**config.mk**
```make
export PLATFORM = sky130hd
export DESIGN_NAME = pc_fetch_unit
export DESIGN_NICKNAME = d
export VERILOG_FILES = /design/src/rtl/fetch_pkg.sv /design/src/rtl/branch_target_calc.sv /design/src/rtl/pc_fetch_unit.sv
export SDC_FILE = /design/constraint.sdc
export NUM_CORES = 1
export LEC_CHECK = 0
export CORE_AREA = 2 2 198 141
export CTS_CLUSTER_SIZE = 12
export DETAILED_ROUTE_END_ITERATION = 6
export DIE_AREA = 0 0 200 143
export MAX_ROUTING_LAYER = met4
export PLACE_DENSITY = 0.83
export RECOVER_POWER = 50
export SLEW_MARGIN = 5
export SYNTH_ARGS = -nofsm -noshare
export SYNTH_HDL_FRONTEND = slang
export SYNTH_SLANG_ARGS = --single-unit
export TNS_END_PERCENT = 30
```
**constraint.sdc**
```tcl
create_clock -name clk -period 3.7 [get_ports clk]
set_clock_uncertainty 0.05 [all_clocks]
set_input_delay 0.74 -clock clk [delete_from_list [all_inputs] [get_ports clk]]
set_output_delay 0.74 -clock clk [all_outputs]
set_load 0.05 [all_outputs]
```
**src/rtl/fetch_pkg.sv**
```systemverilog
// Shared types, opcode constants and immediate helpers for the PC fetch unit.
package fetch_pkg;

    typedef enum logic [1:0] {
        S_FILL = 2'd0,
        S_RUN  = 2'd1,
        S_HALT = 2'd2
    } state_t;

    localparam logic [5:0]  OP_B     = 6'b000101;
    localparam logic [5:0]  OP_BL    = 6'b100101;
    localparam logic [10:0] OP_BR    = 11'b11010110000;
    localparam logic [7:0]  OP_CBZ   = 8'b10110100;
    localparam logic [7:0]  OP_BCOND = 8'b01010100;
    localparam logic [10:0] OP_HLT   = 11'b11010100010;
    localparam logic [4:0]  COND_LT  = 5'b01011;

    // Sign-extends the low 'width' bits of imm and scales by 4: left-align the
    // field at bit 63, then arithmetic-shift it back down to bit 2.
    function automatic logic [63:0] sext_shift2(input logic [25:0] imm,
                                                input int unsigned width);
        logic signed [63:0] v;
        v = $signed({imm, 38'b0} << (26 - width));
        return 64'(v >>> (62 - width));
    endfunction

    function automatic logic is_hlt(input logic [31:0] instr);
        return (instr[31:21] == OP_HLT) && (instr[4:0] == 5'b00000);
    endfunction

endpackage

```
**src/rtl/branch_target_calc.sv**
```systemverilog
// Combinational next-PC resolution for sequential flow, B, BL, BR, CBZ and B.LT.
module branch_target_calc
    import fetch_pkg::*;
(
    input  logic [63:0] i_pc,
    input  logic [31:0] i_instr,
    input  logic        i_alu_zero,
    input  logic        i_flag_negative,
    input  logic        i_flag_overflow,
    input  logic [63:0] i_br_target,
    output logic [63:0] o_next_pc
);

    logic [63:0] w_seq_pc;
    logic [63:0] w_imm26_pc;
    logic [63:0] w_imm19_pc;

    assign w_seq_pc   = i_pc + 64'd4;
    assign w_imm26_pc = i_pc + sext_shift2(i_instr[25:0], 26);
    assign w_imm19_pc = i_pc + sext_shift2({7'b0, i_instr[23:5]}, 19);

    always_comb begin
        o_next_pc = w_seq_pc;
        if ((i_instr[31:26] == OP_B) || (i_instr[31:26] == OP_BL)) begin
            o_next_pc = w_imm26_pc;
        end else if (i_instr[31:21] == OP_BR) begin
            o_next_pc = {i_br_target[63:2], 2'b00};
        end else if (i_instr[31:24] == OP_CBZ) begin
            if (i_alu_zero) begin
                o_next_pc = w_imm19_pc;
            end
        end else if ((i_instr[31:24] == OP_BCOND) && (i_instr[4:0] == COND_LT)) begin
            // LT means N != V, using the flags exactly as the datapath holds them.
            if (i_flag_negative ^ i_flag_overflow) begin
                o_next_pc = w_imm19_pc;
            end
        end
    end

endmodule

```
**src/rtl/pc_fetch_unit.sv**
```systemverilog
// Program counter, run-control FSM (fill/run/halt) and retired-instruction counter.
module pc_fetch_unit
    import fetch_pkg::*;
#(
    parameter logic [63:0] RESET_PC  = 64'h0,
    parameter int          CNT_WIDTH = 32
) (
    input  logic                 clk,
    input  logic                 reset,
    input  logic                 stall,
    input  logic [31:0]          imem_data,
    input  logic                 alu_zero,
    input  logic                 flag_negative,
    input  logic                 flag_overflow,
    input  logic [63:0]          br_target,
    output logic [63:0]          imem_addr,
    output logic [31:0]          instruction,
    output logic                 instr_valid,
    output logic [63:0]          link_addr,
    output logic                 halted,
    output logic [CNT_WIDTH-1:0] retired
);

    state_t               r_state;
    state_t               w_state_next;
    logic [63:0]          r_pc;
    logic [CNT_WIDTH-1:0] r_retired;
    logic [63:0]          w_next_pc;
    logic                 w_advance;
    logic                 w_is_hlt;

    assign w_is_hlt = is_hlt(imem_data);

    branch_target_calc u_branch_target_calc (
        .i_pc            (r_pc),
        .i_instr         (imem_data),
        .i_alu_zero      (alu_zero),
        .i_flag_negative (flag_negative),
        .i_flag_overflow (flag_overflow),
        .i_br_target     (br_target),
        .o_next_pc       (w_next_pc)
    );

    always_comb begin
        w_state_next = r_state;
        w_advance    = 1'b0;
        case (r_state)
            S_FILL: begin
                if (!stall) w_state_next = S_RUN;
            end
            S_RUN: begin
                if (!stall) begin
                    if (w_is_hlt) w_state_next = S_HALT;
                    else          w_advance    = 1'b1;
                end
            end
            S_HALT: begin
                w_state_next = S_HALT;
            end
            default: begin
                w_state_next = S_FILL;
            end
        endcase
    end

    always_ff @(posedge clk) begin
        if (!reset) begin
            r_state   <= S_FILL;
            r_pc      <= RESET_PC;
            r_retired <= '0;
        end else begin
            r_state <= w_state_next;
            if (w_advance) begin
                r_pc      <= w_next_pc;
                r_retired <= r_retired + CNT_WIDTH'(1);
            end
        end
    end

    // Outputs are gated by reset so nothing commits while reset is held low.
    assign instr_valid = (r_state == S_RUN) && reset;
    assign halted      = (r_state == S_HALT) && reset;
    assign instruction = instr_valid ? imem_data : 32'h0;
    assign imem_addr   = r_pc;
    assign link_addr   = r_pc + 64'd4;
    assign retired     = r_retired;

endmodule
```
### Yosys cells after proc, flatten, opt, wreduce, memory -nomap -nowiden

Cells that the tools add are included.

* bits in registers: 98
* bits of input ports: 102
* output and inout port bits: 194
* logic and storage cells: 42

* add/subtract/negate cells: 4
* equality and inequality tests: 12
* multiplexer cells: 14
* bitwise operators: 1
* reduce and logical (&&, ||, !) cells: 8

Operator list (number)
* 64-bit two-way mux: 6
* 64-bit adder: 2
* 64-bit by 3-bit adder with 64-bit output (second input constant): 1
* 32-bit by 1-bit adder with 32-bit output (second input constant): 1
* 32-bit two-way mux: 1
* 11-bit == test (second input constant): 2
* 8-bit by 7-bit == test with 1-bit output (second input constant): 1
* 8-bit == test (second input constant): 1
* 6-bit by 3-bit == test with 1-bit output (second input constant): 1
* 6-bit == test (second input constant): 1
* 2-bit two-way mux: 3
* 2-bit != test (second input constant): 3
* 2-bit case mux with 3 select lines: 1
* 5-bit by 4-bit == test with 1-bit output (second input constant): 1
* 5-bit logical NOT: 1
* 1-bit logical AND: 4
* 1-bit two-way mux: 3
* 3-bit AND reduction: 1
* 2-bit by 1-bit == test with 1-bit output (second input constant): 1
* 2-bit == test (second input constant): 1
* 2-bit logical NOT: 1
* 1-bit logical OR: 1
* 1-bit bitwise XOR: 1

### Depth between registers and ports, before layout

* depth after elaboration: 6
* mapped depth: 13
* mapped depth without buffers: 13

### Modules after synthesis

From an unflattened synthesis, not the netlist that was laid out.

* cell total of the unflattened synthesis: 2233
* area total of the unflattened synthesis: 15617.5 um2

Modules (own cells, without submodules)
* branch_target_calc: times used 1, cells each 1532, area an instance 10073.4 um2, sequential area each 0.0 um2
* pc_fetch_unit: times used 1, cells each 701, area an instance 5544.1 um2, sequential area each 1961.9 um2

### Worst setup path before layout

No wires, ideal clock.

* path kind: register to output
* start point: reg r_pc[3] (netlist: imem_addr[3])
* end point: out link_addr[42]
* arrival time: 2.966 ns
* required time: 2.910 ns
* slack: -0.056 ns
* cell stages (with the launch flop): 7
* cell sequence: dfxtp_1 -> ha_1 -> nand2_1 -> nor3_1 -> and3_1 -> nand4_1 -> xnor2_1

* cells in the longest elaborated chain, start to end: 1

RTL lines
* from (decl): line pc_fetch_unit.sv:26 `logic [63:0] r_pc;`
* from (signal assigned): line pc_fetch_unit.sv:74 `r_pc <= w_next_pc;`
* 64-bit by 3-bit adder with 64-bit output: line pc_fetch_unit.sv:85 `assign link_addr = r_pc + 64'd4;`
* to (decl): line pc_fetch_unit.sv:19 `output logic [63:0] link_addr,`

Every way passes these cells.

### Worst setup path after layout

* start point: in imem_data[8]
* end point: reg r_pc[51] (netlist: imem_addr[51])

* cells in the longest elaborated chain, start to end: 6
* elaborated cells between the ends (all ways): 8
* classes of those cells: add/sub: 2; mux: 6

RTL lines
* from (decl): line pc_fetch_unit.sv:11 `input logic [31:0] imem_data,`
* 64-bit adder: line branch_target_calc.sv:20 `assign w_imm19_pc = i_pc + sext_shift2({7'b0, i_instr[23:5]}, 19);`
* 64-bit two-way mux: line branch_target_calc.sv:34 `if (i_flag_negative ^ i_flag_overflow) begin`
* 64-bit two-way mux: line branch_target_calc.sv:32 `end else if ((i_instr[31:24] == OP_BCOND) && (i_instr[4:0] == COND_LT)) begin`
* 64-bit two-way mux: line branch_target_calc.sv:28 `end else if (i_instr[31:24] == OP_CBZ) begin`
* 64-bit two-way mux: line branch_target_calc.sv:26 `end else if (i_instr[31:21] == OP_BR) begin`
* 64-bit two-way mux (*): line branch_target_calc.sv:24 `if ((i_instr[31:26] == OP_B) || (i_instr[31:26] == OP_BL)) begin`

Mark *: on every way between the ends. The rest lies on a longest branch, timed or not.
A chain may end at the register's enable or synchronous reset.

==> results.sh <==
export IMPL_violations="DRC, setup timing"
export IMPL_async_flop_share_pct=0
export IMPL_arrival_ps=3940
export IMPL_core_um2=26600
export IMPL_globalplace_congestion=1.16
export IMPL_ant_nets=0
export IMPL_clock_path_buffers=2
export IMPL_cts_tree="built"
export IMPL_die_x_um=200
export IMPL_slew_violations=0
export IMPL_cpPeakStageDelay_ps=460
export IMPL_seq_area_frac_synth_pct=13.5
export IMPL_grt_first_pass_wirelength_mm=103
export IMPL_path_buf_inv=3
export IMPL_hold_violations=0
export IMPL_cp_top_family="compound AO/OA/AOI/OAI gates"
export IMPL_io_buffers=289
export IMPL_syn_inst=2040
export IMPL_path_max_fanout=5
export IMPL_netlist_top_cells_count="219 x a21oi_1, 207 x nand2_1, 183 x nor2_1"
export IMPL_synth_most_common_cell="a21oi_1"
export IMPL_power_frac_clock_pct=12.1
export IMPL_finalSetupViolations=1
export IMPL_hold_start="retired[17]$_SDFFE_PN0P_"
export IMPL_switching_share_pct=52.2
export IMPL_crit_start="imem_data[8]"
export IMPL_layout_min_cycle_time_ps=3700
export IMPL_hold_end="retired[17]$_SDFFE_PN0P_"
export IMPL_first_pass_iters=7
export IMPL_hold_path_class="flip-flop to flip-flop"
export IMPL_rrSetupSlack_ps=170
export IMPL_drc=2
export IMPL_h_tree_depth=3
export IMPL_min_period_over_period_pct=100
export IMPL_status="complete, but fails checks"
export IMPL_finalSetupTns_ps=-0.126
export IMPL_syn_cell_area_um2=14300
export IMPL_grt_max_degree=53
export IMPL_avgViaCountPerCell=6.72
export IMPL_drv_cap=0
export IMPL_worst_slew_pin_slew_ps=879
export IMPL_routed_wl_mm=71.9
export IMPL_worstPathCellList="clkdlybuf4s50_1, ha_1, buf_4, o21ai_2, o21ai_0, and2_4, a211oi_2, nor2_1, a21o_1, buf_4, a31oi_1, xnor2_1, a21oi_1, a21oi_1"
export IMPL_hold_depth=2
export IMPL_die_y_um=143
export IMPL_required_ps=3940
export IMPL_synth_top_area_share_pct=13.5
export IMPL_yosysWarnings=0
export IMPL_r2r_cells=13
export IMPL_fin_cells=3004
export IMPL_grt_pass1_vias=18430
export IMPL_synth_seq_cells=96
export IMPL_synth_flop_cell="dfxtp_1"
export IMPL_synth_distinct_cells=98
export IMPL_cts_sinks=96
export IMPL_synth_edf_count=0
export IMPL_area_delta_synth_final_pct=51.3
export IMPL_synth_top_cell_by_area="dfxtp_1"
export IMPL_finalHoldWorstSlack_ps=471
export IMPL_critPathLaunchType="input pin"
export IMPL_max_freq_ghz=0.270
export IMPL_synthTopCellsByArea="dfxtp_1 13%, ha_1 11%, a21oi_1 7.7%, xnor2_1 6.1%, o21ai_0 5.5%"
export IMPL_initial_core_util_pct=53.6
export IMPL_row_count=50
export IMPL_r2r_start="imem_addr[11]$_SDFFE_PN0P_"
export IMPL_syn_avg_cell_area_um2=6.99
export IMPL_clk_latency_ps=380
export IMPL_root_buffer="clkbuf_16"
export IMPL_peakVddDrop_mv=0.372
export IMPL_setup_slack_ps=-0.126
export IMPL_pre_cts_ws_ps=-603
export IMPL_wire_per_inst_um=23.9
export IMPL_drt_iter0_drc=3086
export IMPL_place_inst=2974
export IMPL_slew_headroom_pct=40.7
export IMPL_p_comb_share_pct=72.2
export IMPL_hpwl_mm=55.3
export IMPL_nets=2862
export IMPL_clkTransAtPathRegs_ps=90
export IMPL_worstSetupEndpointType="flip-flop"
export IMPL_switchingPower_uw=4570
export IMPL_rsz0062_at_grt="true"
export IMPL_holdBufCountCts=0
export IMPL_drive_gt1_share_pct=23.0
export IMPL_post_route_util_pct=81.1
export IMPL_power_density_nw_per_um2=406
export IMPL_antenna_found_initial=4
export IMPL_rr_endpoint="imem_addr[49]$_SDFFE_PN0P_"
export IMPL_overflow=0
export IMPL_leakagePower_uw=0.00981
export IMPL_track_usage_pct=48.3
export IMPL_numCtsBuffers=9
export IMPL_ios=296
export IMPL_critPathSlowestCell="clkdlybuf4s50_1"
export IMPL_die_area_um2=28600
export IMPL_intPower_uw=4180
export IMPL_vias=20197
export IMPL_path_class="input pin to flip-flop"
export IMPL_sequentialPowerShare_pct=15.7
-- per-stage QoR --
stage	area, um^2	total power (uW)
finish	21600	8750
global route	21600	8990
CTS	21100	8320
detailed placement	20600	7260
global placement	20600	7140
floorplan	14300	4680
-- cells in the final DEF (no fill, tap or decap), types with 13 or more instances in the layout --
| master | synthesis | routed |
|---|---|---|
| a21o_1 | 62 | 62 |
| dfxtp_1 | 96 | 90 |
| ha_1 | 127 | 110 |
| xor2_1 | 85 | 84 |
| clkdlybuf4s50_1 | 0 | 117 |
| o22ai_1 | 13 | 13 |
| nand2_1 | 207 | 205 |
| dlygate4sd3_1 | 0 | 101 |
| mux2i_1 | 15 | 14 |
| nor2_1 | 183 | 182 |
| and2_1 | 21 | 19 |
| buf_12 | 0 | 56 |
| nor3_1 | 32 | 28 |
| a31oi_1 | 29 | 25 |
| nand4_1 | 68 | 68 |
| o211ai_1 | 28 | 28 |
| buf_4 | 6 | 392 |
| o21bai_1 | 22 | 22 |
| or3_1 | 21 | 20 |
| o221ai_1 | 14 | 14 |
| inv_1 | 44 | 44 |
| a21oi_1 | 219 | 211 |
| and3_1 | 61 | 59 |
| xnor2_1 | 99 | 91 |
| a211oi_1 | 29 | 23 |
| nor2b_1 | 16 | 14 |
| o21ai_0 | 156 | 151 |
| nand3_1 | 70 | 68 |
-- cell families after synthesis --
family / share of synthesized area (%)
adders and majority gates: 11.4
muxes: 1.32
xor gates and xnor gates: 11.3
and+or+nand+nor: 26.7
DFF: 13.5
buffers and inverters: 4.45
AOI/OAI and AO/OA: 31.3
other: 0.0263
-- area by class of cell --
type / count / area (um^2)
clock buffers: 9 / 225
well taps: 364 / 455
clock inverters: 7 / 91.3
multi-input cells: 1789 / 12200
diodes: 4 / 10.0
repair buffers: 690 / 6460
flip-flops and latches: 96 / 1930
fillers: 1766 / 5020
inverters: 45 / 169
-- flip-flops by register name, indices dropped and copies added, names as in the netlist --
name       flops
imem_addr     62
retired       32
r_state        2
-- how the worst max path moves through the flow --
stage,slack (ps),cells after the start,to
3_5_place_dp,-600,13,imem_addr[42]$_SDFFE_PN0P_
6_report,-0.1,14,imem_addr[51]$_SDFFE_PN0P_
3_3_place_gp,-540,13,imem_addr[42]$_SDFFE_PN0P_
5_1_grt,-60,15,imem_addr[15]$_SDFFE_PN0P_
4_1_cts,-10,15,imem_addr[57]$_SDFFE_PN0P_
2_1_floorplan,-30,6,link_addr[63]
-- per-layer routing --
layer	up-vias	routed length (um)	track usage, %
met1	9278	27500	63.9
li1	8784	-	-
met3	320	13800	20.9
met2	1815	27600	65.2
met5	-	0	-
met4	0	3000	15.3
-- worst register-to-register path, stage by stage, from the launching register on --
cell and delay [ps]:
dfxtp_1 560, ha_4 280, and2_1 170, a21o_1 190, a221o_2 440, a32oi_2 250, buf_4 170, a2111oi_4 60
buf_4 160, o41ai_4 460, o21ai_2 90, xnor2_1 160, a21oi_1 110, a221o_1 260
-- power by group through the flow --
stage | combinational, uW | clock [uW] | sequential, uW
global route | 6560 | 1060 | 1370
global placement | 5780 | 0 | 1350
finish | 6320 | 1060 | 1370
CTS | 5960 | 1020 | 1340
detailed placement | 5900 | 0 | 1360
floorplan | 2960 | 0 | 1720
-- timing repair --
item                                   4_1_cts  5_1_grt
resized for setup                           16      102
pin swaps                                    4       42
endpoints found under the hold margin        0        0
setup endpoints to repair                   26       66
setup buffers                                3        7
gates cloned                                 0        0
(Power assumes the default switching activity.)
